[config.mk]
export PLATFORM = sky130hd
export DESIGN_NAME = pll_lock_supervisor_flat
export DESIGN_NICKNAME = d
export VERILOG_FILES = /design/src/rtl/pll_lock_supervisor_if.sv /design/src/rtl/pll_lock_supervisor.sv /design/src/flat_wrapper.sv
export SDC_FILE = /design/constraint.sdc
export NUM_CORES = 1
export LEC_CHECK = 0
export ABC_CLOCK_PERIOD_IN_PS = 5200
export CAP_MARGIN = 40
export CELL_PAD_IN_SITES_DETAIL_PLACEMENT = 1
export CELL_PAD_IN_SITES_GLOBAL_PLACEMENT = 1
export CORE_MARGIN = 3
export CORE_UTILIZATION = 46
export CTS_BUF_LIST = sky130_fd_sc_hd__clkbuf_8
export DETAILED_ROUTE_END_ITERATION = 6
export PLACE_DENSITY_LB_ADDON = 0.25
export SLEW_MARGIN = 10
export SYNTH_ARGS = -nofsm -noshare
export SYNTH_HDL_FRONTEND = slang
export SYNTH_SLANG_ARGS = --single-unit
[constraint.sdc]
create_clock -name clk -period 5.2 [get_ports clk]
set_input_delay 0.78 -clock clk [delete_from_list [all_inputs] [get_ports clk]]
set_output_delay 0.78 -clock clk [all_outputs]
set_load 0.02 [all_outputs]
[src/rtl/pll_lock_supervisor_if.sv]
// PLL supervisor signal bundle: PLL handshake inputs plus supervisor status outputs.
// master = supervisor side, slave = PLL/system side.
interface pll_lock_supervisor_if #(
    parameter int unsigned MAX_RETRIES = 4
);
    localparam int unsigned RW = $clog2(MAX_RETRIES + 1);

    logic          pll_locked;
    logic          relock_req;
    logic          pll_rst;
    logic          sys_reset;
    logic [2:0]    sup_state;
    logic [RW-1:0] retry_cnt;
    logic          fault;
    logic [7:0]    loss_count;

    modport master (
        input  pll_locked, relock_req,
        output pll_rst, sys_reset, sup_state, retry_cnt, fault, loss_count
    );

    modport slave (
        output pll_locked, relock_req,
        input  pll_rst, sys_reset, sup_state, retry_cnt, fault, loss_count
    );
endinterface

[src/rtl/pll_lock_supervisor.sv]
// PLL reset/lock supervisor on the reference clock: sequences PLL reset, lock qualification and system reset.
// Optional macro PLL_SUP_LOSS_COUNT_EN builds the saturating lock-loss counter; otherwise loss_count reads 0.
module pll_lock_supervisor #(
    parameter int unsigned RST_CYCLES    = 16,
    parameter int unsigned LOCK_TIMEOUT  = 65536,
    parameter int unsigned STABLE_CYCLES = 1024,
    parameter int unsigned MAX_RETRIES   = 4
) (
    input  logic                   clk,
    input  logic                   rst,
    pll_lock_supervisor_if.master  sup_if
);
    localparam int unsigned CNT_MAX =
        (RST_CYCLES > LOCK_TIMEOUT) ?
            ((RST_CYCLES > STABLE_CYCLES) ? RST_CYCLES : STABLE_CYCLES) :
            ((LOCK_TIMEOUT > STABLE_CYCLES) ? LOCK_TIMEOUT : STABLE_CYCLES);
    localparam int unsigned CW = $clog2(CNT_MAX + 1);
    localparam int unsigned RW = $clog2(MAX_RETRIES + 1);

    typedef enum logic [2:0] {
        PLL_RST   = 3'd0,
        WAIT_LOCK = 3'd1,
        STABLE    = 3'd2,
        RUN       = 3'd3,
        FAULT     = 3'd4
    } state_e;

    state_e        state_q, state_d;
    logic [CW-1:0] cnt_q, cnt_d;
    logic [RW-1:0] retry_q, retry_d, retry_inc;
    logic          sync1_q, sync2_q;
    logic          pll_rst_q, sys_reset_q, fault_q;
    logic          lock_s, fail;

    assign lock_s    = sync2_q;
    assign retry_inc = retry_q + 1'b1;

    // A failed attempt (timeout or lock drop during qualification) shares one retry/fault path.
    always_comb begin
        state_d = state_q;
        cnt_d   = cnt_q;
        retry_d = retry_q;
        fail    = 1'b0;
        if (sup_if.relock_req) begin
            state_d = PLL_RST;
            cnt_d   = '0;
            retry_d = '0;
        end else begin
            case (state_q)
                PLL_RST: begin
                    if (cnt_q == CW'(RST_CYCLES - 1)) begin
                        state_d = WAIT_LOCK;
                        cnt_d   = '0;
                    end else begin
                        cnt_d = cnt_q + 1'b1;
                    end
                end
                WAIT_LOCK: begin
                    if (lock_s) begin
                        state_d = STABLE;
                        cnt_d   = '0;
                    end else if (cnt_q == CW'(LOCK_TIMEOUT - 1)) begin
                        fail = 1'b1;
                    end else begin
                        cnt_d = cnt_q + 1'b1;
                    end
                end
                STABLE: begin
                    if (!lock_s) begin
                        fail = 1'b1;
                    end else if (cnt_q == CW'(STABLE_CYCLES - 1)) begin
                        state_d = RUN;
                        cnt_d   = '0;
                        retry_d = '0;
                    end else begin
                        cnt_d = cnt_q + 1'b1;
                    end
                end
                RUN: begin
                    if (!lock_s) begin
                        state_d = PLL_RST;
                        cnt_d   = '0;
                    end
                end
                FAULT: ;
                default: begin
                    state_d = PLL_RST;
                    cnt_d   = '0;
                end
            endcase
            if (fail) begin
                retry_d = retry_inc;
                cnt_d   = '0;
                state_d = (retry_inc == RW'(MAX_RETRIES)) ? FAULT : PLL_RST;
            end
        end
    end

    always_ff @(posedge clk or posedge rst) begin
        if (rst) begin
            state_q     <= PLL_RST;
            cnt_q       <= '0;
            retry_q     <= '0;
            sync1_q     <= 1'b0;
            sync2_q     <= 1'b0;
            pll_rst_q   <= 1'b1;
            sys_reset_q <= 1'b1;
            fault_q     <= 1'b0;
        end else begin
            sync1_q     <= sup_if.pll_locked;
            sync2_q     <= sync1_q;
            state_q     <= state_d;
            cnt_q       <= cnt_d;
            retry_q     <= retry_d;
            pll_rst_q   <= (state_d == PLL_RST) || (state_d == FAULT);
            sys_reset_q <= (state_q != RUN);
            fault_q     <= (state_d == FAULT);
        end
    end

`ifdef PLL_SUP_LOSS_COUNT_EN
    logic [7:0] loss_q;
    logic       loss_inc;

    // A relock request in the same cycle as the drop supersedes it, so it is not counted.
    always_comb begin
        loss_inc = (state_q == RUN) && !lock_s && !sup_if.relock_req;
    end

    always_ff @(posedge clk or posedge rst) begin
        if (rst) begin
            loss_q <= '0;
        end else if (loss_inc && (loss_q != '1)) begin
            loss_q <= loss_q + 1'b1;
        end
    end

    assign sup_if.loss_count = loss_q;
`else
    assign sup_if.loss_count = '0;
`endif

    assign sup_if.pll_rst   = pll_rst_q;
    assign sup_if.sys_reset = sys_reset_q;
    assign sup_if.sup_state = state_q;
    assign sup_if.retry_cnt = retry_q;
    assign sup_if.fault     = fault_q;
endmodule

[src/flat_wrapper.sv]
// flat-port wrapper written by rule: the top's interface ports become plain ports
module pll_lock_supervisor_flat 
#(
    parameter int unsigned RST_CYCLES    = 16,
    parameter int unsigned LOCK_TIMEOUT  = 65536,
    parameter int unsigned STABLE_CYCLES = 1024,
    parameter int unsigned MAX_RETRIES   = 4
)
  (clk, rst, sup_if_pll_locked, sup_if_relock_req, sup_if_pll_rst, sup_if_sys_reset, sup_if_sup_state, sup_if_retry_cnt, sup_if_fault, sup_if_loss_count);
  pll_lock_supervisor_if #(.MAX_RETRIES(MAX_RETRIES)) sup_if_i ();
  input  logic clk;
  input  logic rst;
  input wire logic [$bits(sup_if_i.pll_locked)-1:0] sup_if_pll_locked;
  input wire logic [$bits(sup_if_i.relock_req)-1:0] sup_if_relock_req;
  output wire logic [$bits(sup_if_i.pll_rst)-1:0] sup_if_pll_rst;
  output wire logic [$bits(sup_if_i.sys_reset)-1:0] sup_if_sys_reset;
  output wire logic [$bits(sup_if_i.sup_state)-1:0] sup_if_sup_state;
  output wire logic [$bits(sup_if_i.retry_cnt)-1:0] sup_if_retry_cnt;
  output wire logic [$bits(sup_if_i.fault)-1:0] sup_if_fault;
  output wire logic [$bits(sup_if_i.loss_count)-1:0] sup_if_loss_count;
  assign sup_if_i.pll_locked = sup_if_pll_locked;
  assign sup_if_i.relock_req = sup_if_relock_req;
  assign sup_if_pll_rst = sup_if_i.pll_rst;
  assign sup_if_sys_reset = sup_if_i.sys_reset;
  assign sup_if_sup_state = sup_if_i.sup_state;
  assign sup_if_retry_cnt = sup_if_i.retry_cnt;
  assign sup_if_fault = sup_if_i.fault;
  assign sup_if_loss_count = sup_if_i.loss_count;
  pll_lock_supervisor #(.RST_CYCLES(RST_CYCLES), .LOCK_TIMEOUT(LOCK_TIMEOUT), .STABLE_CYCLES(STABLE_CYCLES), .MAX_RETRIES(MAX_RETRIES)) u_core (.clk(clk), .rst(rst), .sup_if(sup_if_i));
endmodule
* Yosys cells after proc, flatten, opt, wreduce, memory -nomap -nowiden
Index checks and enable logic that the tools add are counted.
** Word-level totals
- Register bits after elaboration :: 28
- Bits of input ports :: 4
- Output and inout port bits :: 17
- Logic and storage cells :: 60
** Operators by class
- $add $sub $neg :: 2
- Equality and inequality tests :: 14
- Muxes and demuxes :: 28
- Reduce and logical (&&, ||, !) cells :: 8
** Operators by type and width (number)
- two-way mux 17 bit :: 8
- one-hot mux 17 bit (5 select lines) :: 1
- two-way mux 3 bit :: 13
- adder 17 x 1 -> 17 bit (second input constant) :: 1
- equality test 17 x 10 -> 1 bit (second input constant) :: 1
- equality test 17 x 16 -> 1 bit (second input constant) :: 1
- equality test 17 x 4 -> 1 bit (second input constant) :: 1
- one-hot mux 3 bit (5 select lines) :: 1
- equality test 3 bit (second input constant) :: 3
- nonzero test 3 bit :: 3
- equality test 3 x 2 -> 1 bit (second input constant) :: 2
- logical NOT 3 bit :: 2
- inequality test 3 x 2 -> 1 bit (second input constant) :: 2
- inequality test 5 x 4 -> 1 bit (second input constant) :: 1
- two-way mux 1 bit :: 4
- inequality test 4 x 2 -> 1 bit (second input constant) :: 1
- inequality test 4 bit (second input constant) :: 1
- AND reduction 4 bit :: 1
- adder 3 x 1 -> 3 bit (second input constant) :: 1
- equality test 3 x 1 -> 1 bit (second input constant) :: 1
- AND reduction 3 bit :: 1
- one-hot mux 1 bit (2 select lines) :: 1
- logical OR 1 bit :: 1

* Depth between registers and ports, before layout
- Depth after elaboration :: 9
- Gate-level depth with buffers :: 14
- Depth with buffers taken out :: 12

* Worst setup path after synthesis
Ideal clock, no wire load.
- Kind :: register to register
- Start point :: register u_core.cnt_q[0]
- End point :: register u_core.cnt_q[2]
- Library setup time :: 0.079 ns
- Arrival time :: 2.366 ns
- Required time :: 5.121 ns
- Path slack :: 2.755 ns
- Cell stages (with the launch flop) :: 15
- Path buffers :: 2
- Clock period less this slack :: 2.445 ns
- Cell sequence :: dfrtp_1 > ha_1 > nand4_1 > or3_1 > buf_2 > nand2b_1 > nor2_1 > ha_1 > nor2b_1 > o21ai_0 > nand3_1 > a31oi_1 > buf_2 > a21oi_1 > mux2i_1
** Between the ends
- Longest elaborated chain between the ends :: 7
- Elaborated cells on any way between the ends :: 21
- Those cells by class :: add/sub: 1; eq/ne: 7; mux: 12; reduce/logical: 1
** RTL lines
- start, declared :: line pll_lock_supervisor.sv:29 : logic [CW-1:0] cnt_q, cnt_d;
- start signal, assigned :: line pll_lock_supervisor.sv:113 : cnt_q <= cnt_d;
- branches (longest 7 deep; another with adder 17 x 1 -> 17 bit)
Several ways; the timed one is not identified. The select of a mux whose other input is x is not followed.
A chain may end at the register's enable or synchronous reset.

* Worst setup path in the final report
- Start point :: register u_core.cnt_q[0]
- End point :: register u_core.cnt_q[6]
Same word-level chain as after synthesis.

==> results by group <==
Outcome
  – Status: completed

STA
  – Worst slew margin: 57.2%
  – Fin crit share: 57.2%
  – Final hold vios: 0
  – Slew Limit Fails: 0
  – Max Fclk: 336 MHz
  – Clock skew: 0.00273 ns
  – Endpoints failing setup: 0
  – Worst Tran Pin Value: 0.639 ns
  – RSZ-0062 raised after global routing: no
  – Post-route setup TNS: 0 ns
  – Fin crit period: 2.98 ns
  – Final hold slack: 0.387 ns

Place
  – Gpl congestion: 0.786
  – DP HPWL: 2670 microns
  – Port buffer count: 12

Floorplanning
  – Placeable Area: 3150 sq um
  – Die Ht: 64.4 microns
  – Initial Util: 49.7%
  – # IOs: 21
  – Cell Rows: 20
  – Die width: between 60 and 70 microns
  – Die footprint: 4140 sq um

Logic synthesis
  – Yosys warning total: 0
  – Cell Area, Synth: approximately 1600 sq um
  – Post-Synth Simple-Gate Area: between 20 and 30%
  – Largest family of logic cells by synthesized area: simple AND/OR/NAND/NOR gates
  – Post-synthesis mux area share: 0.639%
  – Compound-Gate Fraction of Synth Area: 15.4%
  – Synth Area in XOR/XNOR: 2.24%
  – Sequential-to-total area share from yosys stat: 44.9%
  – Post-Syn Area per Cell: a little under 9 sq um
  – Adder-Cell Fraction of Synth Area: 3.19%
  – Distinct cells, synth: 40
  – Seq cells post-synth: 28
  – Synth Instances: 177

Flow run
  – # Max-Cap Violations: 0

Cells and area
  – Most frequent cells in the layout: 26 x dfrtp_1, 21 x nand2_1, 16 x nor2_1
  – Nets: 195
  – ANT cells: 0
  – Area grow syn2layout: 12.8%
  – Layout cell share with drive strength beyond 1: 7.53%
  – Most common cell after layout, fill and taps aside: dfrtp_1

Global routing
  – Vias in the first global route: 1344
  – GRT Total Usage: 19.6%
  – First-pass GRT wire length: 6380 microns
  – Remaining Overflow, GRT: 0
  – Initial antenna violation count: 0
  – Largest net degree at the start of global routing: 19

Pwr
  – PnR Total Power: 384 uW
  – Pleak: 0.000716 uW
  – Max IR drop VDD: 0.151 mV
  – Pwr/cell area: 217 nW/um^2

Clocking
  – Clock buffer depth: 2
  – CTS tree: done
  – CTS resizes: 0
  – Clock Tree Root: clkbuf_8
  – Total CTS buffers: 3
  – Clock sinks: 28
  – Reg clk slew, reported paths: about 0.090 ns
  – Clk_lat worst skew: 0.27 ns
  – Post-CTS setup buffers: 0
  – Cts hold-fix bufs: 0
  – CTS H-Tree Depth: 1

Routing
  – Antenna-violating nets left: 0
  – DRC: 0
  – Routed WL: 3530 microns
  – Vias/cell: around 5.7
  – 1st-iter DRT viols: 54
  – 1st-pass router iterations: 4
  – Wire per inst: ~15 microns
  – Via count: between 1000 and 1500

Min path
  – Worst Hold Depth: 0
  – Hold Path End: u_core.lock_s
  – Hold WC Path Type: register to register
  – Hold Startpoint: u_core.sync1_q

Worst setup path
  – Endpoint class of the critical path: register
  – Critical path required time: 5.42 ns
  – CP max FO: 8
  – Worst path arrival time: between 3 and 4 ns
  – Kind of critical path: register to register
  – Worst R2R Path Depth: 13
  – R2R Setup Slk: 2.22 ns
  – FF-to-FF Start: u_core.cnt_q[0]
  – Startpoint type of the worst setup path: register
  – Worst r2r dst: u_core.cnt_q[6]
logic make-up (layout without fill, tap and decap cells):
kind of cell | after synthesis | after routing
flip-flops | 28 | 28
AO/OA/AOI/OAI | 37 | 37
XOR/XNOR | 4 | 4
multiplexers | 1 | 1
buffers and inverters | 23 | 25
other | 1 | 8
AND/OR/NAND/NOR | 79 | 79
adder cells (fa/ha/maj) | 4 | 4
sequential cells by signal, indices dropped and copies added, names as in the netlist:
name and count:
u_core.lock_s 1, u_core.sup_if.pll_rst 1, u_core.sup_if.fault 1, u_core.cnt_q 17
u_core.sup_if.sup_state 3, u_core.sup_if.sys_reset 1, u_core.sup_if.retry_cnt 3, u_core.sync1_q 1
cells in the mapped netlist (all sizes together):
library cell | n | share of area (%)
a211o | 1 | 0.56
a211oi | 2 | 0.96
a21o | 2 | 0.96
a21oi | 9 | 2.9
a22o | 4 | 2.2
a31o | 1 | 0.56
a31oi | 2 | 0.80
and3 | 1 | 0.40
and4 | 1 | 0.56
and4b | 1 | 0.64
buf | 12 | 5.1
clkbuf | 5 | 1.2
conb | 1 | 0.24
dfrtp | 26 | 42
dfstp | 2 | 3.4
ha | 4 | 3.2
inv | 6 | 1.4
mux2i | 1 | 0.64
nand2 | 21 | 5.0
nand2b | 4 | 1.6
nand3 | 12 | 3.8
nand3b | 1 | 0.48
nand4 | 3 | 1.2
nand4b | 1 | 0.56
nor2 | 16 | 3.8
nor2b | 2 | 0.80
nor3 | 6 | 1.9
nor3b | 1 | 0.48
nor4 | 4 | 2.0
o21ai | 11 | 3.8
o21bai | 1 | 0.48
o311ai | 4 | 2.2
or2 | 1 | 0.40
or3 | 3 | 1.2
or4 | 1 | 0.72
xnor2 | 3 | 1.7
xor2 | 1 | 0.56
final cells by class:
cell class / instances / area, sq um
repair buffers: 15 / 163
fillers: 394 / 1390
clock buffers: 4 / 55.1
flip-flops and latches: 28 / 703
multi-input cells: 133 / 768
well taps: 44 / 55.1
inverters: 6 / 22.5
worst max-delay path: stages, from the launching register on:
cell and delay (ns):
dfrtp_1 0.42, ha_1 0.26, nand4_1 0.10, or3_1 0.23, nand2b_1 0.20, nor2_1 0.07
ha_1 0.18, nor2b_1 0.13, o21ai_0 0.16, nand3_1 0.13, a31oi_1 0.51, buf_4 0.28
a21o_1 0.12, a22o_1 0.11
worst max-delay path by stage:
stage	from	end	cells past startpoint
after floorplan	u_core.cnt_q[0]	u_core.cnt_q[2]	14
after global placement	u_core.cnt_q[0]	u_core.cnt_q[2]	12
after detailed placement	u_core.cnt_q[0]	u_core.cnt_q[3]	13
after CTS	u_core.cnt_q[0]	u_core.cnt_q[3]	13
after global routing	u_core.cnt_q[0]	u_core.cnt_q[6]	13
final	u_core.cnt_q[0]	u_core.cnt_q[6]	13
power breakdown:
part / switching, uW / total [uW] / internal (uW) / leakage [uW]
Combinational: 18.0 / 27.1 / 9.05 / 0.000310
Sequential: 3.52 / 224 / 220 / 0.000377
Clock: 65.2 / 133 / 67.8 / 0.0000288
Total: 86.8 / 384 / 297 / 0.000716
metal layers:
layer / global-route usage [%] / wire length [microns]
met3: 5.10 / 182
met5: 0 / 0
met2: 34.9 / 1740
met1: 24.0 / 1580
met4: 3.17 / 19
stage by stage:
step                      util, %  instance area [sq um]  worst slack (ns)  cells
final                        56.0                   1770              2.22    230
after global routing         56.0                   1770              1.98    230
after CTS                    56.0                   1770              2.24    230
after detailed placement     54.3                   1710              2.31    226
after global placement       53.2                   1680              2.19    224
after floorplan                 -                   1590              2.75    184
Note: power is estimated with default switching activity, not from simulation.
